--- config.mk ---
export PLATFORM = sky130hd
export DESIGN_NAME = sprite_line_scan_flat
export DESIGN_NICKNAME = d
export VERILOG_FILES = /design/src/rtl/sprite_line_scan_if.sv /design/src/rtl/sprite_line_scan.sv /design/src/flat_wrapper.sv
export SDC_FILE = /design/constraint.sdc
export NUM_CORES = 1
export LEC_CHECK = 0
export CAP_MARGIN = 20
export CORE_UTILIZATION = 70
export CTS_BUF_LIST = sky130_fd_sc_hd__clkbuf_4 sky130_fd_sc_hd__clkbuf_8
export DETAILED_ROUTE_END_ITERATION = 8
export DONT_BUFFER_PORTS = 1
export PLACE_DENSITY = 0.86
export SLEW_MARGIN = 25
export SYNTH_ARGS = -nofsm -noshare
export SYNTH_HDL_FRONTEND = slang
export SYNTH_SLANG_ARGS = --single-unit
--- constraint.sdc ---
create_clock -name clk -period 4.4 [get_ports clk]
set_input_delay 0.66 -clock clk [delete_from_list [all_inputs] [get_ports clk]]
set_output_delay 0.66 -clock clk [all_outputs]
set_load 0.01 [all_outputs]
--- src/rtl/sprite_line_scan_if.sv ---
// Entry stream between the sprite line scanner and the line renderer.
//   ent_valid  scanner -> renderer  entry register holds an entry
//   ent_ready  renderer -> scanner  renderer accepts (transfer = valid & ready)
//   ent_sel    scanner -> renderer  sprite number of the entry
//   ent_x      scanner -> renderer  horizontal position (copied from attributes)
//   ent_idx    scanner -> renderer  pattern index, bottom half of 8x16 resolved
//   ent_row    scanner -> renderer  row inside the 8x8 pattern, vflip resolved
//   ent_attr   scanner -> renderer  {priority, palette[1:0], hflip}
interface sprite_line_scan_if;
  logic       ent_valid;
  logic       ent_ready;
  logic [5:0] ent_sel;
  logic [8:0] ent_x;
  logic [8:0] ent_idx;
  logic [2:0] ent_row;
  logic [3:0] ent_attr;

  modport master (
    output ent_valid,
    output ent_sel,
    output ent_x,
    output ent_idx,
    output ent_row,
    output ent_attr,
    input  ent_ready
  );

  modport slave (
    input  ent_valid,
    input  ent_sel,
    input  ent_x,
    input  ent_idx,
    input  ent_row,
    input  ent_attr,
    output ent_ready
  );
endinterface

--- src/rtl/sprite_line_scan.sv ---
// Per-scanline sprite evaluation. On line_start the scanner walks spr_sel over
// sprites 0..63 at one sprite per cycle, reads the asynchronous attribute port
// and forwards every sprite covering line_y (up to MAX_SPR of them, in ascending
// sprite order) through a single-stage entry register to the line renderer.
// Ports:
//   clk, reset_n          clock, asynchronous active-low reset
//   line_start, line_y    1-cycle start pulse and the line to prepare
//   spr_sel               attribute RAM read address
//   spr_*                 attributes of spr_sel, valid in the same cycle
//   ent                   entry stream (master side of sprite_line_scan_if)
//   busy                  scan or drain in progress
//   scan_done             1-cycle pulse once the line is complete and drained
//   overflow              more than MAX_SPR sprites hit the current line
module sprite_line_scan #(
  parameter int MAX_SPR = 16
) (
  input  logic       clk,
  input  logic       reset_n,
  input  logic       line_start,
  input  logic [7:0] line_y,
  output logic [5:0] spr_sel,
  input  logic [8:0] spr_x,
  input  logic [7:0] spr_y,
  input  logic [8:0] spr_idx,
  input  logic       spr_enable,
  input  logic       spr_priority,
  input  logic [1:0] spr_palette,
  input  logic       spr_h16,
  input  logic       spr_vflip,
  input  logic       spr_hflip,
  sprite_line_scan_if.master ent,
  output logic       busy,
  output logic       scan_done,
  output logic       overflow
);

  localparam logic [6:0] MAX_CNT = 7'(MAX_SPR);

  typedef enum logic [1:0] {
    IDLE  = 2'd0,
    SCAN  = 2'd1,
    DRAIN = 2'd2
  } state_t;

  state_t     state_reg,     state_next;
  logic [5:0] spr_sel_reg,   spr_sel_next;
  logic [7:0] line_y_reg,    line_y_next;
  logic [6:0] count_reg,     count_next;
  logic       overflow_reg,  overflow_next;
  logic       scan_done_reg, scan_done_next;
  logic       ent_valid_reg, ent_valid_next;
  logic [5:0] ent_sel_reg,   ent_sel_next;
  logic [8:0] ent_x_reg,     ent_x_next;
  logic [8:0] ent_idx_reg,   ent_idx_next;
  logic [2:0] ent_row_reg,   ent_row_next;
  logic [3:0] ent_attr_reg,  ent_attr_next;

  // Hit test for the sprite currently addressed.
  logic [7:0] dy;
  logic       hit;
  logic [3:0] row_top;
  logic [3:0] row4;
  logic [8:0] idx_res;
  logic       room;
  logic       xfer;

  // dy wraps modulo 256 so sprites starting near the bottom of the
  // coordinate space still cover the first lines.
  assign dy      = line_y_reg - spr_y;
  assign hit     = spr_enable & (spr_h16 ? (dy < 8'd16) : (dy < 8'd8));
  assign row_top = spr_h16 ? 4'd15 : 4'd7;
  assign row4    = spr_vflip ? (row_top - dy[3:0]) : dy[3:0];
  // The lower half of an 8x16 sprite is the next pattern; row4[3] is only
  // ever set for 16-line sprites.
  assign idx_res = spr_idx + {8'd0, row4[3]};
  assign room    = (count_reg < MAX_CNT);
  assign xfer    = ent_valid_reg & ent.ent_ready;

  always_ff @(posedge clk or negedge reset_n) begin
    if (!reset_n) begin
      state_reg     <= IDLE;
      spr_sel_reg   <= 6'd0;
      line_y_reg    <= 8'd0;
      count_reg     <= 7'd0;
      overflow_reg  <= 1'b0;
      scan_done_reg <= 1'b0;
      ent_valid_reg <= 1'b0;
      ent_sel_reg   <= 6'd0;
      ent_x_reg     <= 9'd0;
      ent_idx_reg   <= 9'd0;
      ent_row_reg   <= 3'd0;
      ent_attr_reg  <= 4'd0;
    end else begin
      state_reg     <= state_next;
      spr_sel_reg   <= spr_sel_next;
      line_y_reg    <= line_y_next;
      count_reg     <= count_next;
      overflow_reg  <= overflow_next;
      scan_done_reg <= scan_done_next;
      ent_valid_reg <= ent_valid_next;
      ent_sel_reg   <= ent_sel_next;
      ent_x_reg     <= ent_x_next;
      ent_idx_reg   <= ent_idx_next;
      ent_row_reg   <= ent_row_next;
      ent_attr_reg  <= ent_attr_next;
    end
  end

  always_comb begin
    state_next     = state_reg;
    spr_sel_next   = spr_sel_reg;
    line_y_next    = line_y_reg;
    count_next     = count_reg;
    overflow_next  = overflow_reg;
    scan_done_next = 1'b0;
    ent_valid_next = ent_valid_reg;
    ent_sel_next   = ent_sel_reg;
    ent_x_next     = ent_x_reg;
    ent_idx_next   = ent_idx_reg;
    ent_row_next   = ent_row_reg;
    ent_attr_next  = ent_attr_reg;

    if (line_start) begin
      // A new line always wins, even mid-scan: the old line is abandoned
      // without a scan_done and any pending entry is discarded.
      state_next     = SCAN;
      spr_sel_next   = 6'd0;
      line_y_next    = line_y;
      count_next     = 7'd0;
      overflow_next  = 1'b0;
      ent_valid_next = 1'b0;
    end else begin
      if (xfer) begin
        ent_valid_next = 1'b0;
      end

      case (state_reg)
        IDLE: begin
        end

        SCAN: begin
          if (hit && !room) begin
            // One hit too many: flag it and stop scanning this line.
            overflow_next = 1'b1;
            state_next    = DRAIN;
          end else if (hit && ent_valid_reg && !ent.ent_ready) begin
            // Entry register full and not draining: hold the sprite so it
            // is not skipped.
          end else begin
            if (hit) begin
              ent_valid_next = 1'b1;
              ent_sel_next   = spr_sel_reg;
              ent_x_next     = spr_x;
              ent_idx_next   = idx_res;
              ent_row_next   = row4[2:0];
              ent_attr_next  = {spr_priority, spr_palette, spr_hflip};
              count_next     = count_reg + 7'd1;
            end
            if (spr_sel_reg == 6'd63) begin
              state_next = DRAIN;
            end else begin
              spr_sel_next = spr_sel_reg + 6'd1;
            end
          end
        end

        DRAIN: begin
          if (!ent_valid_reg) begin
            state_next     = IDLE;
            scan_done_next = 1'b1;
          end
        end

        default: begin
          state_next = IDLE;
        end
      endcase
    end
  end

  assign spr_sel      = spr_sel_reg;
  assign busy         = (state_reg != IDLE);
  assign scan_done    = scan_done_reg;
  assign overflow     = overflow_reg;
  assign ent.ent_valid = ent_valid_reg;
  assign ent.ent_sel   = ent_sel_reg;
  assign ent.ent_x     = ent_x_reg;
  assign ent.ent_idx   = ent_idx_reg;
  assign ent.ent_row   = ent_row_reg;
  assign ent.ent_attr  = ent_attr_reg;

endmodule
--- src/flat_wrapper.sv ---
// flat-port wrapper written by rule: the top's interface ports become plain ports
module sprite_line_scan_flat 
#(
  parameter int MAX_SPR = 16
)
  (clk, reset_n, line_start, line_y, spr_sel, spr_x, spr_y, spr_idx, spr_enable, spr_priority, spr_palette, spr_h16, spr_vflip, spr_hflip, busy, scan_done, overflow, ent_ent_valid, ent_ent_sel, ent_ent_x, ent_ent_idx, ent_ent_row, ent_ent_attr, ent_ent_ready);
  sprite_line_scan_if ent_i ();
  input  logic clk;
  input  logic reset_n;
  input  logic line_start;
  input  logic [7:0] line_y;
  output logic [5:0] spr_sel;
  input  logic [8:0] spr_x;
  input  logic [7:0] spr_y;
  input  logic [8:0] spr_idx;
  input  logic spr_enable;
  input  logic spr_priority;
  input  logic [1:0] spr_palette;
  input  logic spr_h16;
  input  logic spr_vflip;
  input  logic spr_hflip;
  output logic busy;
  output logic scan_done;
  output logic overflow;
  output wire logic [$bits(ent_i.ent_valid)-1:0] ent_ent_valid;
  output wire logic [$bits(ent_i.ent_sel)-1:0] ent_ent_sel;
  output wire logic [$bits(ent_i.ent_x)-1:0] ent_ent_x;
  output wire logic [$bits(ent_i.ent_idx)-1:0] ent_ent_idx;
  output wire logic [$bits(ent_i.ent_row)-1:0] ent_ent_row;
  output wire logic [$bits(ent_i.ent_attr)-1:0] ent_ent_attr;
  input wire logic [$bits(ent_i.ent_ready)-1:0] ent_ent_ready;
  assign ent_ent_valid = ent_i.ent_valid;
  assign ent_ent_sel = ent_i.ent_sel;
  assign ent_ent_x = ent_i.ent_x;
  assign ent_ent_idx = ent_i.ent_idx;
  assign ent_ent_row = ent_i.ent_row;
  assign ent_ent_attr = ent_i.ent_attr;
  assign ent_i.ent_ready = ent_ent_ready;
  sprite_line_scan #(.MAX_SPR(MAX_SPR)) u_core (.clk(clk), .reset_n(reset_n), .line_start(line_start), .line_y(line_y), .spr_sel(spr_sel), .spr_x(spr_x), .spr_y(spr_y), .spr_idx(spr_idx), .spr_enable(spr_enable), .spr_priority(spr_priority), .spr_palette(spr_palette), .spr_h16(spr_h16), .spr_vflip(spr_vflip), .spr_hflip(spr_hflip), .ent(ent_i), .busy(busy), .scan_done(scan_done), .overflow(overflow));
endmodule
# Word-level counts from Yosys, hierarchy flattened
# Index checks and enable logic that the tools add are counted.
dict set report totals {
  mem_bits_rw 0
  latch_bits 0
  romBits 0
  regBits 57
  n_memories 0
  elab_cells 81
}
dict set report classes {
  n_reduce_logical 15
  n_addsub 5
  muxes 31
  bitwise 5
  div 0
  n_shift 0
  mul 0
  n_eq_ne 10
  order_cmp 3
}
# operator count
set op_table {}
lappend op_table {{7-bit 2-to-1 mux} 5}
lappend op_table {{6-bit 2-to-1 mux} 5}
lappend op_table {{1-bit 2-to-1 mux} 13}
lappend op_table {{4-bit AND reduction} 3}
lappend op_table {{2-bit 2-to-1 mux} 5}
lappend op_table {{9-bit by 1-bit adder with 9-bit output} 1}
lappend op_table {{8-bit by 4-bit less-than comparator with 1-bit output (second input constant)} 1}
lappend op_table {{8-bit by 5-bit less-than comparator with 1-bit output (second input constant)} 1}
lappend op_table {{4-bit 2-to-1 mux} 2}
lappend op_table {{2-bit inequality test (second input constant)} 4}
lappend op_table {{2-bit nonzero test} 4}
lappend op_table {{8-bit subtractor} 1}
lappend op_table {{7-bit by 1-bit adder with 7-bit output (second input constant)} 1}
lappend op_table {{7-bit by 5-bit less-than comparator with 1-bit output (second input constant)} 1}
lappend op_table {{6-bit by 1-bit adder with 6-bit output (second input constant)} 1}
lappend op_table {{6-bit == test (second input constant)} 1}
lappend op_table {{2-bit one-hot mux with 3 select lines} 1}
lappend op_table {{5-bit AND reduction} 1}
lappend op_table {{4-bit by 2-bit inequality test with 1-bit output (second input constant)} 1}
lappend op_table {{4-bit by 3-bit inequality test with 1-bit output (second input constant)} 1}
lappend op_table {{4-bit subtractor} 1}
lappend op_table {{1-bit logical AND} 3}
lappend op_table {{3-bit inequality test (second input constant)} 1}
lappend op_table {{1-bit NOT} 3}
lappend op_table {{6 further kinds} 8}

# Longest topological paths before layout
dict set report logic_depth {
  word_depth 10
  mapped_depth 12
  depth_no_buf 12
}

# Least setup slack after synthesis
# Ideal clock, no wire load.
dict set report synth_timing {
  kind {in2reg}
  from {in spr_y[0]}
  to {reg u_core.ent_attr_reg[0] (netlist: u_core.ent.ent_attr[0])}
  setup_slack_ns 1.290
  arrival_ns 2.985
  setup_ns 0.125
  cell_stages 10
  required_ns 4.275
  cell_sequence {ha_1 fa_1 o21ai_1 mux2_4 a211oi_2 nand3_1 or3_1 buf_2 buf_6 mux2_4}
}
dict set report synth_between {
  elab_chain_cells 8
  elab_cells_between_ends 11
}
# element line_no
set synth_lines {}
lappend synth_lines {{from (decl)} flat_wrapper.sv:14} ;# input logic [7:0] spr_y;
lappend synth_lines {{8-bit subtractor *} sprite_line_scan.sv:69} ;# assign dy = line_y_reg - spr_y;
lappend synth_lines {{8-bit by 4-bit less-than comparator with 1-bit output or 8-bit by 5-bit less-than comparator with 1-bit output (tied branches)} sprite_line_scan.sv:70} ;# assign hit = spr_enable & (spr_h16 ? (dy < 8'd16) : (dy < 8'd8));
lappend synth_lines {{1-bit 2-to-1 mux *} sprite_line_scan.sv:70}
lappend synth_lines {{1-bit AND *} sprite_line_scan.sv:70}
lappend synth_lines {{1-bit logical AND (2 in series)} sprite_line_scan.sv:146} ;# end else if (hit && ent_valid_reg && !ent.ent_ready) begin
lappend synth_lines {{1-bit NOT (no source line)} n/a}
lappend synth_lines {{5-bit AND reduction (no source line) *} n/a}
lappend synth_lines {{to (signal assigned)} sprite_line_scan.sv:105} ;# ent_attr_reg <= ent_attr_next;
lappend synth_lines {{to (decl)} sprite_line_scan.sv:56} ;# logic [3:0] ent_attr_reg, ent_attr_next;
# Every way passes the cells marked *; elsewhere a longest branch is shown, timed or not.
# A chain may end at the register's enable or synchronous reset.

# Worst setup path after layout
dict set report layout_timing {
  from {reg u_core.line_y_reg[0]}
  to {reg u_core.ent_attr_reg[3] (netlist: u_core.ent.ent_attr[3])}
}
dict set report layout_between {
  elab_chain_cells 8
  elab_cells_between_ends 11
}
# element line_no
set layout_lines {}
lappend layout_lines {{from (decl)} sprite_line_scan.sv:47} ;# logic [7:0] line_y_reg, line_y_next;
lappend layout_lines {{from (signal assigned)} sprite_line_scan.sv:96} ;# line_y_reg <= line_y_next;
lappend layout_lines {{8-bit subtractor *} sprite_line_scan.sv:69}
lappend layout_lines {{8-bit by 4-bit less-than comparator with 1-bit output or 8-bit by 5-bit less-than comparator with 1-bit output (tied branches)} sprite_line_scan.sv:70}
lappend layout_lines {{1-bit 2-to-1 mux *} sprite_line_scan.sv:70}
lappend layout_lines {{1-bit AND *} sprite_line_scan.sv:70}
lappend layout_lines {{1-bit logical AND (2 in series)} sprite_line_scan.sv:146}
lappend layout_lines {{1-bit NOT (no source line)} n/a}
lappend layout_lines {{5-bit AND reduction (no source line) *} n/a}
# Marks and branches as above.

==> flow_metrics.py <==
metrics = {
    "clocking": {
        "clk_path_buf_depth": 2,
        "post_cts_resize_count": 0,
        "htree_levels": 3,
        "postCtsHoldBufs": 0,
        "path_clk_slew_ns": 0.06,
        "clock_latency_ns": 0.33,
        "cts_sinks": 57,
        "cts-root-buf": "clkbuf_8",
        "cts_tree": "built",
        "cts_setup_buffers": 0,
        "cts_made_buffers": 9,
    },
    "synth": {
        "synth_adder_area_share": 0.0559,
        "syn_nets": 318,
        "synth_top_family_by_area": "multiplexers",
        "yosys_warnings": 0,
        "synthMuxAreaShare": 0.200,
        "synthFlopType": "dfrtp_1",
        "yosysSeqAreaShare": 0.468,
        "synth-simple-area-share": 0.122,
        "ys_seq_elements": 57,
        "async_reset_ff_frac": 1.00,
        "synth_area_leaders": "dfrtp_1 47%, mux2_4 15%, ha_1 4.9%, xnor2_1 2.3%, xor2_1 2.3%",
        "synth_cells": 260,
        "yosys.area.top_type": "dfrtp_1",
        "synth_compound_area_frac": 0.0698,
        "synth_cell_types": 40,
        "yosys.area_share.xor_xnor": 0.0460,
        "synth_edf_count": 0,
        "syn_area_per_cell_sq_um": 11.7,
        "yosys.area.top_type_share": 0.468,
        "syn_area_sq_um": 3050,
    },
    "pwr": {
        "max-vdd-ir-drop_v": 0.000264,
        "leakagePower_nw": 1.62,
        "p_per_area_nw_per_um2": 483,
    },
    "final_layout": {
        "nNetsFinal": 319,
        "final_cell_mix": "57 x dfrtp_1, 31 x mux2_4, 15 x nor2_1, 14 x inv_1, 13 x a21oi_1",
        "final_common_cell": "dfrtp_1",
        "drive_gt1_frac": 0.222,
        "area_growth_syn_to_layout_pct": 6.74,
    },
    "setup_path": {
        "arrival_ns": 3.56,
        "crit_required_ns": 4.61,
        "rrSetupSlack_ns": 1.05,
        "cp_max_fo": 31,
        "crit_type": "flop to flop",
        "crit_chain": "inv_1 > ha_1 > fa_1 > o21ai_1 > mux2_4 > a211oi_2 > nand3_1 > or3_2 > mux2_1",
        "cp-start-kind": "flop",
        "critPathSlowestCell": "or3_2",
        "end_kind": "flop",
        "cp_slowest_stage_delay_ns": 0.91,
    },
    "die": {
        "fp.dieArea_sq_um": 4620,
        "die_w_um": 68.0,
        "die_y_um": 68.0,
        "row_count": 23,
        "start_util": 0.745,
        "core_area_sq_um": 4090,
        "ios": 86,
    },
    "grt": {
        "grt_use_total": 0.259,
        "grt_max_degree": 58,
        "grt_pass1_vias": 1825,
        "grt_overflow": 0,
        "grt_pass1_wl_mm": 8.52,
        "grt_antenna_before_repair": 1,
    },
    "detailed_routing": {
        "routed_wl_mm": 5.56,
        "vias": 1915,
        "drtIter0Drc": 99,
        "wire_per_inst_um": 17.5,
        "via_per_inst": 6.04,
        "drtAntennaViolNets": 0,
        "drc_errors": 0,
        "firstDrtPassIters": 4,
    },
    "place": {
        "io_buffer_count": 0,
        "routabilityCongestion": 0.875,
        "dpl.hpwl_mm": 3.86,
    },
    "flow_run": {
        "maxCapViolations": 0,
    },
    "sta": {
        "grt_setup_unrepaired": "false",
        "finalSetupViolations": 0,
        "skew_ns": 0.00717,
        "min_period_ns": 3.35,
        "max_slew_margin": 0.363,
        "fmax_ghz": 0.299,
        "drv_slew": 0,
        "worst_pin_slew_ns": 0.955,
        "fin_tns_setup_ns": 0,
        "whs_ns": 0.0215,
        "hold_violations": 0,
        "finalCritPeriodShare": 0.761,
    },
    "hold_path": {
        "hold_class": "input pin to async pin",
    },
    "outcome": {
        "status": "finished, final reports clean",
    },
}
-- worst paths after layout --
kind                                                to  cells past startpoint            startpoint
worst max-delay path            u_core.ent.ent_attr[3]                      9  u_core.line_y_reg[0]
worst min-delay path               u_core.ent.ent_x[3]                      0               reset_n
worst max register to register  u_core.ent.ent_attr[3]                      9  u_core.line_y_reg[0]
worst min register to register        u_core.scan_done                      1   u_core.state_reg[0]
max in group asynchronous        u_core.ent.ent_idx[3]                      0               reset_n
min in group clk                   u_core.count_reg[2]                      1            line_start
-- layout make-up --
type | count | area (sq um)
tap | 50 | 62.6
multi-input combinational | 179 | 1510
clock buffer | 13 | 160
inverter | 14 | 52.6
fill | 244 | 836
clock inverter | 3 | 40.0
antenna | 1 | 2.50
sequential | 57 | 1430
-- worst max-delay path, delay by kind of cell, from the launching register on --
kind	cells	cell delay, ns
DFF	1	0.33
buffers and inverters	1	0.07
AOI/OAI and AO/OA	2	0.38
muxes	2	0.77
and+or+nand+nor	2	1.03
adders and majority gates	2	0.63
-- layer usage --
metal,GRT usage,vias up,share of wire
li1,-,912,-
met1,0.313,915,0.44
met2,0.407,77,0.47
met3,0.0967,11,0.076
met4,0.125,0,0.020
met5,0,-,0
-- logic make-up (layout without fill, tap and decap cells) --
| group | count (synthesis) | after routing |
|---|---|---|
| other | 0 | 1 |
| buffers and inverters | 24 | 30 |
| AND/OR/NAND/NOR | 71 | 71 |
| multiplexers | 44 | 44 |
| AO/OA/AOI/OAI | 35 | 35 |
| flip-flops | 57 | 57 |
| XOR/XNOR | 16 | 16 |
| adder cells (fa/ha/maj) | 13 | 13 |
-- cells in the mapped netlist, drive strengths merged, types with 4 or more instances --
master,count
nand2b,5
xnor2,8
o21ai,10
nor2b,8
or3,4
dfrtp,57
a21oi,14
inv,14
nand3,12
nor2,16
nand2,11
xor2,8
clkbuf,6
and3,5
ha,12
mux2,43
buf,4
-- report_power, final --
group | internal (W) | switching [W]
clock | 0.000294 | 0.000191
sequential | 0.000645 | 0.000147
combinational | 0.000197 | 0.0000965
-- through the flow --
step | utilization | worst slack (ns) | area [sq um] | power (W) | instances
CTS | 0.795 | 1.02 | 3250 | 0.00158 | 316
floorplan | - | 1.29 | 3050 | 0.00104 | 260
detailed placement | 0.746 | 0.755 | 3050 | 0.00110 | 300
finish | 0.795 | 1.05 | 3250 | 0.00157 | 317
global route | 0.795 | 0.877 | 3250 | 0.00165 | 317
global placement | 0.746 | 0.826 | 3050 | 0.00108 | 300
(Power assumes the default switching activity.)
